[src/rtl/pc_sequencer.sv]
`default_nettype none
// ============================================================================
// Module      : pc_sequencer
// Description : Fetch program-counter sequencer. Boots to RESET_VEC, then
//               advances by INC or redirects on exception/branch/jump. While
//               fetch is stalled, a redirect is held in a one-entry pending
//               buffer and applied when the stall releases.
// Revision    : 1.0 - initial release
// ============================================================================
module pc_sequencer #(
  parameter int unsigned     PC_W       = 32,
  parameter logic [PC_W-1:0] RESET_VEC  = '0,
  parameter logic [PC_W-1:0] EXC_VEC    = PC_W'(32'h0000_0080),
  parameter int unsigned     INC        = 4,
  parameter int unsigned     ALIGN_BITS = 2
) (
  input  logic            clk,
  input  logic            rst,
  input  logic            stallF,
  input  logic            exc,
  input  logic            br_taken,
  input  logic [PC_W-1:0] br_target,
  input  logic            jmp,
  input  logic [PC_W-1:0] jmp_target,
  output logic [PC_W-1:0] PC,
  output logic [PC_W-1:0] PC_plus,
  output logic            pc_valid,
  output logic            redirect_pending,
  output logic            misalign
);

  typedef enum logic [1:0] {
    BOOT = 2'd0,
    RUN  = 2'd1,
    HOLD = 2'd2
  } state_t;

  state_t          state_q, state_d;
  logic [PC_W-1:0] pc_q, pc_d;
  logic            pend_valid_q, pend_valid_d;
  logic            pend_br_q, pend_br_d;     // 1 = pending entry is a branch
  logic [PC_W-1:0] pend_tgt_q, pend_tgt_d;

  logic [PC_W-1:0] live_next;
  logic            cap_jmp;

  // Sequential address wraps naturally at 2^PC_W.
  assign PC_plus          = pc_q + PC_W'(INC);
  assign PC               = pc_q;
  assign pc_valid         = (state_q == RUN);
  assign redirect_pending = pend_valid_q;

  generate
    if (ALIGN_BITS > 0) begin : g_align
      assign misalign = |pc_q[ALIGN_BITS-1:0];
    end else begin : g_no_align
      assign misalign = 1'b0;
    end
  endgenerate

  // Live redirect priority and the rule that a jump never displaces a branch.
  always_comb begin
    live_next = PC_plus;
    if (br_taken) begin
      live_next = br_target;
    end else if (jmp) begin
      live_next = jmp_target;
    end
    cap_jmp = jmp && !br_taken && !(pend_valid_q && pend_br_q);
  end

  // Next-state, next-PC and pending-buffer update.
  always_comb begin
    state_d      = state_q;
    pc_d         = pc_q;
    pend_valid_d = pend_valid_q;
    pend_br_d    = pend_br_q;
    pend_tgt_d   = pend_tgt_q;

    unique case (state_q)
      BOOT: begin
        // All requests are ignored for the one boot cycle.
        state_d      = RUN;
        pc_d         = RESET_VEC;
        pend_valid_d = 1'b0;
      end
      RUN, HOLD: begin
        if (exc) begin
          state_d      = RUN;
          pc_d         = EXC_VEC;
          pend_valid_d = 1'b0;
        end else if (stallF) begin
          state_d = HOLD;
          if (br_taken) begin
            pend_valid_d = 1'b1;
            pend_br_d    = 1'b1;
            pend_tgt_d   = br_target;
          end else if (cap_jmp) begin
            pend_valid_d = 1'b1;
            pend_br_d    = 1'b0;
            pend_tgt_d   = jmp_target;
          end
        end else begin
          // Buffer is always empty in RUN, so this covers both RUN and release.
          state_d      = RUN;
          pc_d         = pend_valid_q ? pend_tgt_q : live_next;
          pend_valid_d = 1'b0;
        end
      end
      default: begin
        state_d      = BOOT;
        pc_d         = RESET_VEC;
        pend_valid_d = 1'b0;
      end
    endcase
  end

  // State and datapath registers with asynchronous active-low reset.
  always_ff @(posedge clk or negedge rst) begin
    if (!rst) begin
      state_q      <= BOOT;
      pc_q         <= RESET_VEC;
      pend_valid_q <= 1'b0;
      pend_br_q    <= 1'b0;
      pend_tgt_q   <= '0;
    end else begin
      state_q      <= state_d;
      pc_q         <= pc_d;
      pend_valid_q <= pend_valid_d;
      pend_br_q    <= pend_br_d;
      pend_tgt_q   <= pend_tgt_d;
    end
  end

endmodule
`default_nettype wire

[config.mk]
export PLATFORM = sky130hd
export DESIGN_NAME = pc_sequencer
export DESIGN_NICKNAME = d
export VERILOG_FILES = /design/src/rtl/pc_sequencer.sv
export SDC_FILE = /design/constraint.sdc
export NUM_CORES = 1
export LEC_CHECK = 0
export CORE_UTILIZATION = 36
export DETAILED_ROUTE_END_ITERATION = 10
export GPL_TIMING_DRIVEN = 0
export PLACE_DENSITY = 0.72
export SETUP_SLACK_MARGIN = 0.2
export SLEW_MARGIN = 30
export SYNTH_ARGS = -nofsm -noshare
export SYNTH_HDL_FRONTEND = slang
export SYNTH_SLANG_ARGS = --single-unit
[constraint.sdc]
create_clock -name clk -period 4.06 [get_ports clk]
set_clock_uncertainty 0.2 [all_clocks]
set_input_delay 0.812 -clock clk [delete_from_list [all_inputs] [get_ports clk]]
set_output_delay 0.812 -clock clk [all_outputs]
set_load 0.01 [all_outputs]
==> results of run 1 <==
[routing by layer]
layer	share of wire [%]	vias up	GRT usage, %
met2	46	371	43.63
met1	40	2563	35.30
met3	10	62	5.034
li1	-	2377	-
met5	0	-	0
met4	3.7	0	16.46
[registers in the layout, summed over array words and instances, names as in the netlist]
name and count:
redirect_pending 1, PC 32, pend_tgt_q 32, pend_br_q 1, state_q 2
[logic make-up (layout without fill, tap and decap cells)]
group                      count (synthesis)  in the layout
and+or+nand+nor                          201            201
DFF                                       68             68
AOI/OAI and AO/OA                        177            177
xor gates and xnor gates                  25             25
buffers and inverters                     62            216
muxes                                     33             33
adders and majority gates                  4              4
[cells in the mapped netlist (all sizes together), types with 3 or more instances]
cell type	instances
nand4	12
ha	4
and3	6
mux2i	33
o22ai	18
o21ai	58
inv	15
a31oi	4
buf	19
nor4	6
and4	5
a41oi	3
nor3b	3
a22o	4
o211ai	4
nand3	24
a21oi	40
nand2b	9
dfrtp	68
clkbuf	25
a211oi	8
or2	5
nand2	68
o31ai	4
a21boi	9
xor2	8
o221ai	10
nor2	41
xnor2	17
nor3	11
[worst paths after layout]
check	to	cells after the start
min reg2reg	pend_tgt_q[1]$_DFFE_PN0P_	2
max in group asynchronous	PC[2]$_DFFE_PN0N_	2
max	PC_plus[29]	6
min in group clk	pend_tgt_q[1]$_DFFE_PN0P_	2
max reg2reg	pend_tgt_q[8]$_DFFE_PN0P_	8
min	PC[12]$_DFFE_PN0N_	1
[final cells by class]
type	count	area [sq um]
multi-input cells	440	2756
clock inverters	4	70.07
plain buffers	46	231.5
fillers	1192	6026
flip-flops and latches	68	1703
clock buffers	12	266.5
well taps	172	215.2
inverters	16	60.06
repair buffers	138	1394
[per-stage QoR]
stage               instances  worst slack (ps)  setup TNS, ps  utilization, %
finish                    896             300.4              0           52.64
global route              896             196.0              0           52.64
global placement          877            -487.7         -32870           49.58
detailed placement        878             148.7              0           49.77
floorplan                 570              1042              0               -
CTS                       895             206.7              0           52.44
[worst register-to-register path: stages, from the launching register on]
cell	delay (ps)
dfrtp_1	370
inv_1	50
ha_1	390
inv_1	80
nor2_1	790
o21ai_1	630
clkbuf_1	420
nand2_1	150
o21ai_0	110
[power breakdown]
part / internal, mW / leakage (nW) / total [mW] / switching [mW]
logic: 0.540 / 1.74 / 1.17 / 0.631
registers: 0.896 / 0.883 / 1.10 / 0.202
clock network: 0.586 / 0.169 / 0.895 / 0.309
[repair_timing]
item,in CTS,in global routing
pin swaps,0,1
gates resized for setup,3,4
gates cloned,0,0
hold buffers,0,0
buffers inserted,1,1
endpoints found under the setup margin,5,7
==> results.ini, run 1 <==
[critical_path]
critical_path.top_delay_family = simple AND/OR/NAND/NOR gates
cp_max_fo = 7
worstPathRequired_ps = 3050
worstPathArrival_ps = 2750
worstSetupPathType = flip-flop to output port
cpPeakStageDelay_ps = 560
crit_chain = buf_4 -> nand4_2 -> nor4_2 -> nand4_1 -> xnor2_1 -> clkdlybuf4s50_1
cpMaxStageDelayCell = clkdlybuf4s50_1
reg2reg_slack_ps = 710
cp-start-kind = flip-flop
crit-reg2reg-launch = state_q[0]$_DFF_PN0_
critPathBufInv = 2
endpoint_kind = output port
startpoint = PC[12]$_DFFE_PN0N_

[synthesis]
syn_inst = 570
syn_area_per_cell_sq_um = 8.317
synth_compound_area_share_pct = 23.17
synth-simple-area-share_pct = 22.06
synth.area.top_cells = dfrtp_1 (36%), mux2i_1 (7.0%), o21ai_0 (6.0%)
ys_types = 63
synthAdderAreaFrac_pct = 1.056
yosys.area.top_type = dfrtp_1
yosys_register_bits = 68
synth_edf_count = 0
synth_top_area_share_pct = 35.89
synthMuxAreaShare_pct = 6.968
yosys_warnings = 0
synth-async-reset-ratio_pct = 100.0
syn_area_sq_um = 4741
syn_nets = 644
synth_top_family_by_area = compound AO/OA/AOI/OAI gates
seq_area_frac_synth_pct = 35.89
synth-xor-area-share_pct = 4.619
synthFlopType = dfrtp_1

[floorplanning]
num_rows = 41
start_util_pct = 37.26
ios = 137
chipWidth_um = 116.8
core-area_sq_um = 12720
fp.dieH_um = 116.8
dieArea_sq_um = 13630

[clock_tree]
htree_levels = 3
path_clk_slew_ps = 60
numCtsBuffers = 9
cts_num_sinks = 68
clk_path_buf_depth = 2
tritoncts = built
clock_latency_ps = 340
cts_root_buf = clkbuf_16

[finish]
final_area_sq_um = 6696
mostFrequentLayoutCells = clkdlybuf4s50_1 (133), nand2_1 (68), dfrtp_1 (67)
final_nets = 793
mostFrequentLayoutCell = clkdlybuf4s50_1
antennaDiodeCount = 0
syn_to_final_growth_pct = 41.25
drive_gt1_share_pct = 7.182

[min_path]
hp-class = input pin to asynchronous set/reset pin

[drt]
drtIter0Drc = 588
wirelength_um = 18400
ant_nets = 0
firstDrtPassIters = 8
routedWlPerCell_um = 20.53
viasPerCell = 5.997
route.detailed.drc = 0
vias = 5373

[timing]
timing.hold.ws_ps = 182.0
drv_slew = 0
tightest_slew_ps = 1030
min_period_ps = 3760
slew_headroom_pct = 31.10
hold_viol_final = 0
timing.fmax_mhz = 266.0
setup_viol = 0
period_share_pct = 92.60
rsz0062_at_grt = true

[grt]
grt_max_degree = 47
antenna_found_initial = 0
grt.overflow.total = 0
grt_pass1_vias = 5293
grt.total_usage_pct = 27.62
grt_first_pass_wirelength_um = 27970

[place]
placed_area_sq_um = 6332
gp_congestion = 0.9476
portBuffers = 135
hpwl_um = 13340

[pwr]
powerDensity_nw_per_um2 = 472.6
power_mw = 3.165
peakVddDrop_uv = 204.2
leakagePower_nw = 2.793

[run]
cap_viol_max_count = 0

[status]
status = completed

(Power assumes the default switching activity.)
==> inputs of run 2 (changes only) <==
Settings changed: DONT_BUFFER_PORTS from default to 1, PLACE_DENSITY 0.72 to 0.59.
==> run 2 against run 1 <==
Effect of this change:
- final cell count decreased by 15%
- clock-buffer cell count grew 3
- die area is the same
- total power decreased by 14%
- worst hold slack worse by 32 ps
==> results.ini, run 2 (same netlist as run 1, synthesis figures left out) <==
[place]
gp_congestion = 0.9344  ; -1.4%
post-place-ws_ps = 634.9  ; +486.2 ps
dpl.cell_count = 742  ; -15%
hpwl_um = 13170  ; -1.3%
portBuffers = 0  ; -100%

[grt]
grt_first_pass_wirelength_um = 27670  ; -1.1%
grt.total_usage_pct = 28.00  ; +0.38 points
grt.overflow.total = 0  ; unchanged
grt_max_degree = 69  ; +47%
grt_pass1_vias = 4782  ; -9.7%
antenna_found_initial = 0  ; unchanged

[drt]
firstDrtPassIters = 5  ; -3
viasPerCell = 6.308  ; +5.2%
drtIter0Drc = 478  ; -19%
vias = 4788  ; -11%
wirelength_um = 18600  ; +1.1%
route.detailed.drc = 0  ; unchanged
routedWlPerCell_um = 24.50  ; +19%
ant_nets = 0  ; unchanged

[critical_path]
cpMaxStageDelayCell = or4_4
endpoint_kind = output port
critPathBufInv = 3  ; +1
crit_chain = ha_1 -> clkdlybuf4s15_2 -> inv_1 -> or4_4 -> buf_6 -> nor2_4 -> nand3_2 -> xnor2_2
cp_max_fo = 7  ; unchanged
worstPathRequired_ps = 3050  ; about the same
worstPathArrival_ps = 2650  ; -100 ps
worstSetupPathType = flip-flop to output port
cpPeakStageDelay_ps = 540  ; -20 ps
critical_path.top_delay_family = simple AND/OR/NAND/NOR gates
cp-start-kind = flip-flop

[clock_tree]
path_clk_slew_ps = 50  ; about the same
cts_num_sinks = 68  ; unchanged
clock_latency_ps = 350  ; about the same
tritoncts = built
post-cts-setup-buffer-count = 0  ; -1
numCtsBuffers = 9  ; unchanged
cts_root_buf = clkbuf_16
clk_path_buf_depth = 2  ; unchanged
htree_levels = 3  ; unchanged

[finish]
drive_gt1_share_pct = 7.666  ; +0.48 points
final_util_pct = 41.46  ; -11 points
syn_to_final_growth_pct = 11.27
multi_input_area_sq_um = 2751  ; -0.18%
mostFrequentLayoutCells = nand2_1 (68), dfrtp_1 (67), o21ai_0 (57)
mostFrequentLayoutCell = nand2_1
num-fill-cells = 1327  ; +11%
final_nets = 656  ; -17%
antennaDiodeCount = 0  ; unchanged
regArea_sq_um = 1703  ; unchanged
layoutNonFillerInstCount = 759  ; -15%

[floorplanning]
core-area_sq_um = 12720  ; unchanged
num_rows = 41  ; unchanged
chipWidth_um = 116.8  ; unchanged
ios = 137  ; unchanged
fp.dieH_um = 116.8  ; unchanged
start_util_pct = 37.26  ; unchanged
dieArea_sq_um = 13630  ; unchanged

[pwr]
peakVddDrop_uv = 206.2  ; +0.96%
leakagePower_nw = 2.234  ; -20%
p_seq_share_pct = 41.5  ; +6.8 points
power_switching_mw = 1.084  ; -5.1%
p_sw_share_pct = 39.76  ; +3.7 points
p_comb_share_pct = 30.2  ; -6.8 points
pwr-share-clk_pct = 28.3  ; about the same
powerDensity_nw_per_um2 = 516.7  ; +9.3%
internal-power_mw = 1.642  ; -19%

[run]
cap_viol_max_count = 0  ; unchanged

[timing]
setup_ws_ps = 397.2  ; +96.83 ps
period_share_pct = 90.22  ; -2.4 points
slew_headroom_pct = 34.36  ; +3.3 points
min_period_ps = 3663  ; -96.83 ps
rsz0062_at_grt = false
timing.fmax_mhz = 273.0  ; +2.6%
tightest_slew_ps = 981.0  ; -48.79 ps
timing.hold.ws_ps = 150.4  ; -31.56 ps
setup_viol = 0  ; unchanged
finalSetupTns_ps = 0  ; unchanged
drv_slew = 0  ; unchanged
hold_viol_final = 0  ; unchanged

[status]
status = completed

[min_path]
hp-class = input pin to asynchronous set/reset pin

run 2: cell count changes in the layout (fill, tap and decap cells not counted):
| cell | before | now |
|---|---|---|
| clkinv_2 | 2 | 1 |
| clkdlybuf4s15_2 | 0 | 1 |
| nor3_1 | 10 | 11 |
| clkbuf_4 | 1 | 0 |
| bufinv_16 | 2 | 0 |
| dlymetal6s2s_1 | 1 | 0 |
| clkbuf_1 | 25 | 28 |
| nor3_2 | 1 | 0 |
| buf_4 | 6 | 3 |
| clkdlybuf4s50_1 | 133 | 0 |
run 2: power by group through the flow:
| stage | clock [mW] | sequential (mW) | combinational [mW] |
|---|---|---|---|
| global route | 0.797 | 1.16 | 0.907 |
| detailed placement | 0 | 1.14 | 0.789 |
| floorplan | 0 | 1.08 | 0.584 |
| finish | 0.771 | 1.13 | 0.824 |
| CTS | 0.773 | 1.13 | 0.812 |
| global placement | 0 | 1.13 | 0.766 |
run 2: path summary, 6_finish.rpt:
path	startpoint	endpoint	slack, ps	cells after the start
max in group asynchronous	rst	PC[2]$_DFFE_PN0N_	3180	1
min	rst	pend_tgt_q[5]$_DFFE_PN0P_	150	1
max	PC[3]$_DFFE_PN0N_	PC_plus[20]	400	8
min in group clk	pend_tgt_q[30]$_DFFE_PN0P_	pend_tgt_q[30]$_DFFE_PN0P_	280	2
min reg2reg	pend_tgt_q[30]$_DFFE_PN0P_	pend_tgt_q[30]$_DFFE_PN0P_	280	2
max reg2reg	state_q[0]$_DFF_PN0_	pend_tgt_q[7]$_DFFE_PN0P_	790	8
run 2: repair_timing:
action | 4_1_cts | 5_1_grt
gates resized for setup | 0 | 2
endpoints found under the hold margin | 68 | 0
setup endpoints to repair | 0 | 1
hold buffers | 1 | 0
run 2: cell type report:
cell class / count / area share [%]
multi-input cells: 440 / 52.16
flip-flops and latches: 68 / 32.28
well taps: 172 / 4.080
inverters: 16 / 1.139
clock buffers: 15 / 5.266
plain buffers: 46 / 4.459
repair buffers: 1 / 0.5218
clock inverters: 1 / 0.09488
run 2: metrics by stage:
step / power [mW] / area, sq um
finish: 2.726 / 5275
global route: 2.868 / 5275
CTS: 2.712 / 5266
detailed placement: 1.929 / 4956
global placement: 1.894 / 4956
floorplan: 1.662 / 4741
run 2: routing by layer:
layer | up-vias | GRT usage (%) | routed length [um]
li1 | 2109 | - | -
met1 | 2333 | 34.43 | 6950
met2 | 304 | 44.58 | 8768
met3 | 42 | 8.926 | 2350
met4 | 0 | 13.25 | 527
met5 | - | 0 | 0
==> inputs of run 3 (changes only) <==
Settings changed: GPL_ROUTABILITY_DRIVEN from default to 0.
==> results of run 3 <==
Final layout, timing and power as in run 2 (identical DEF).
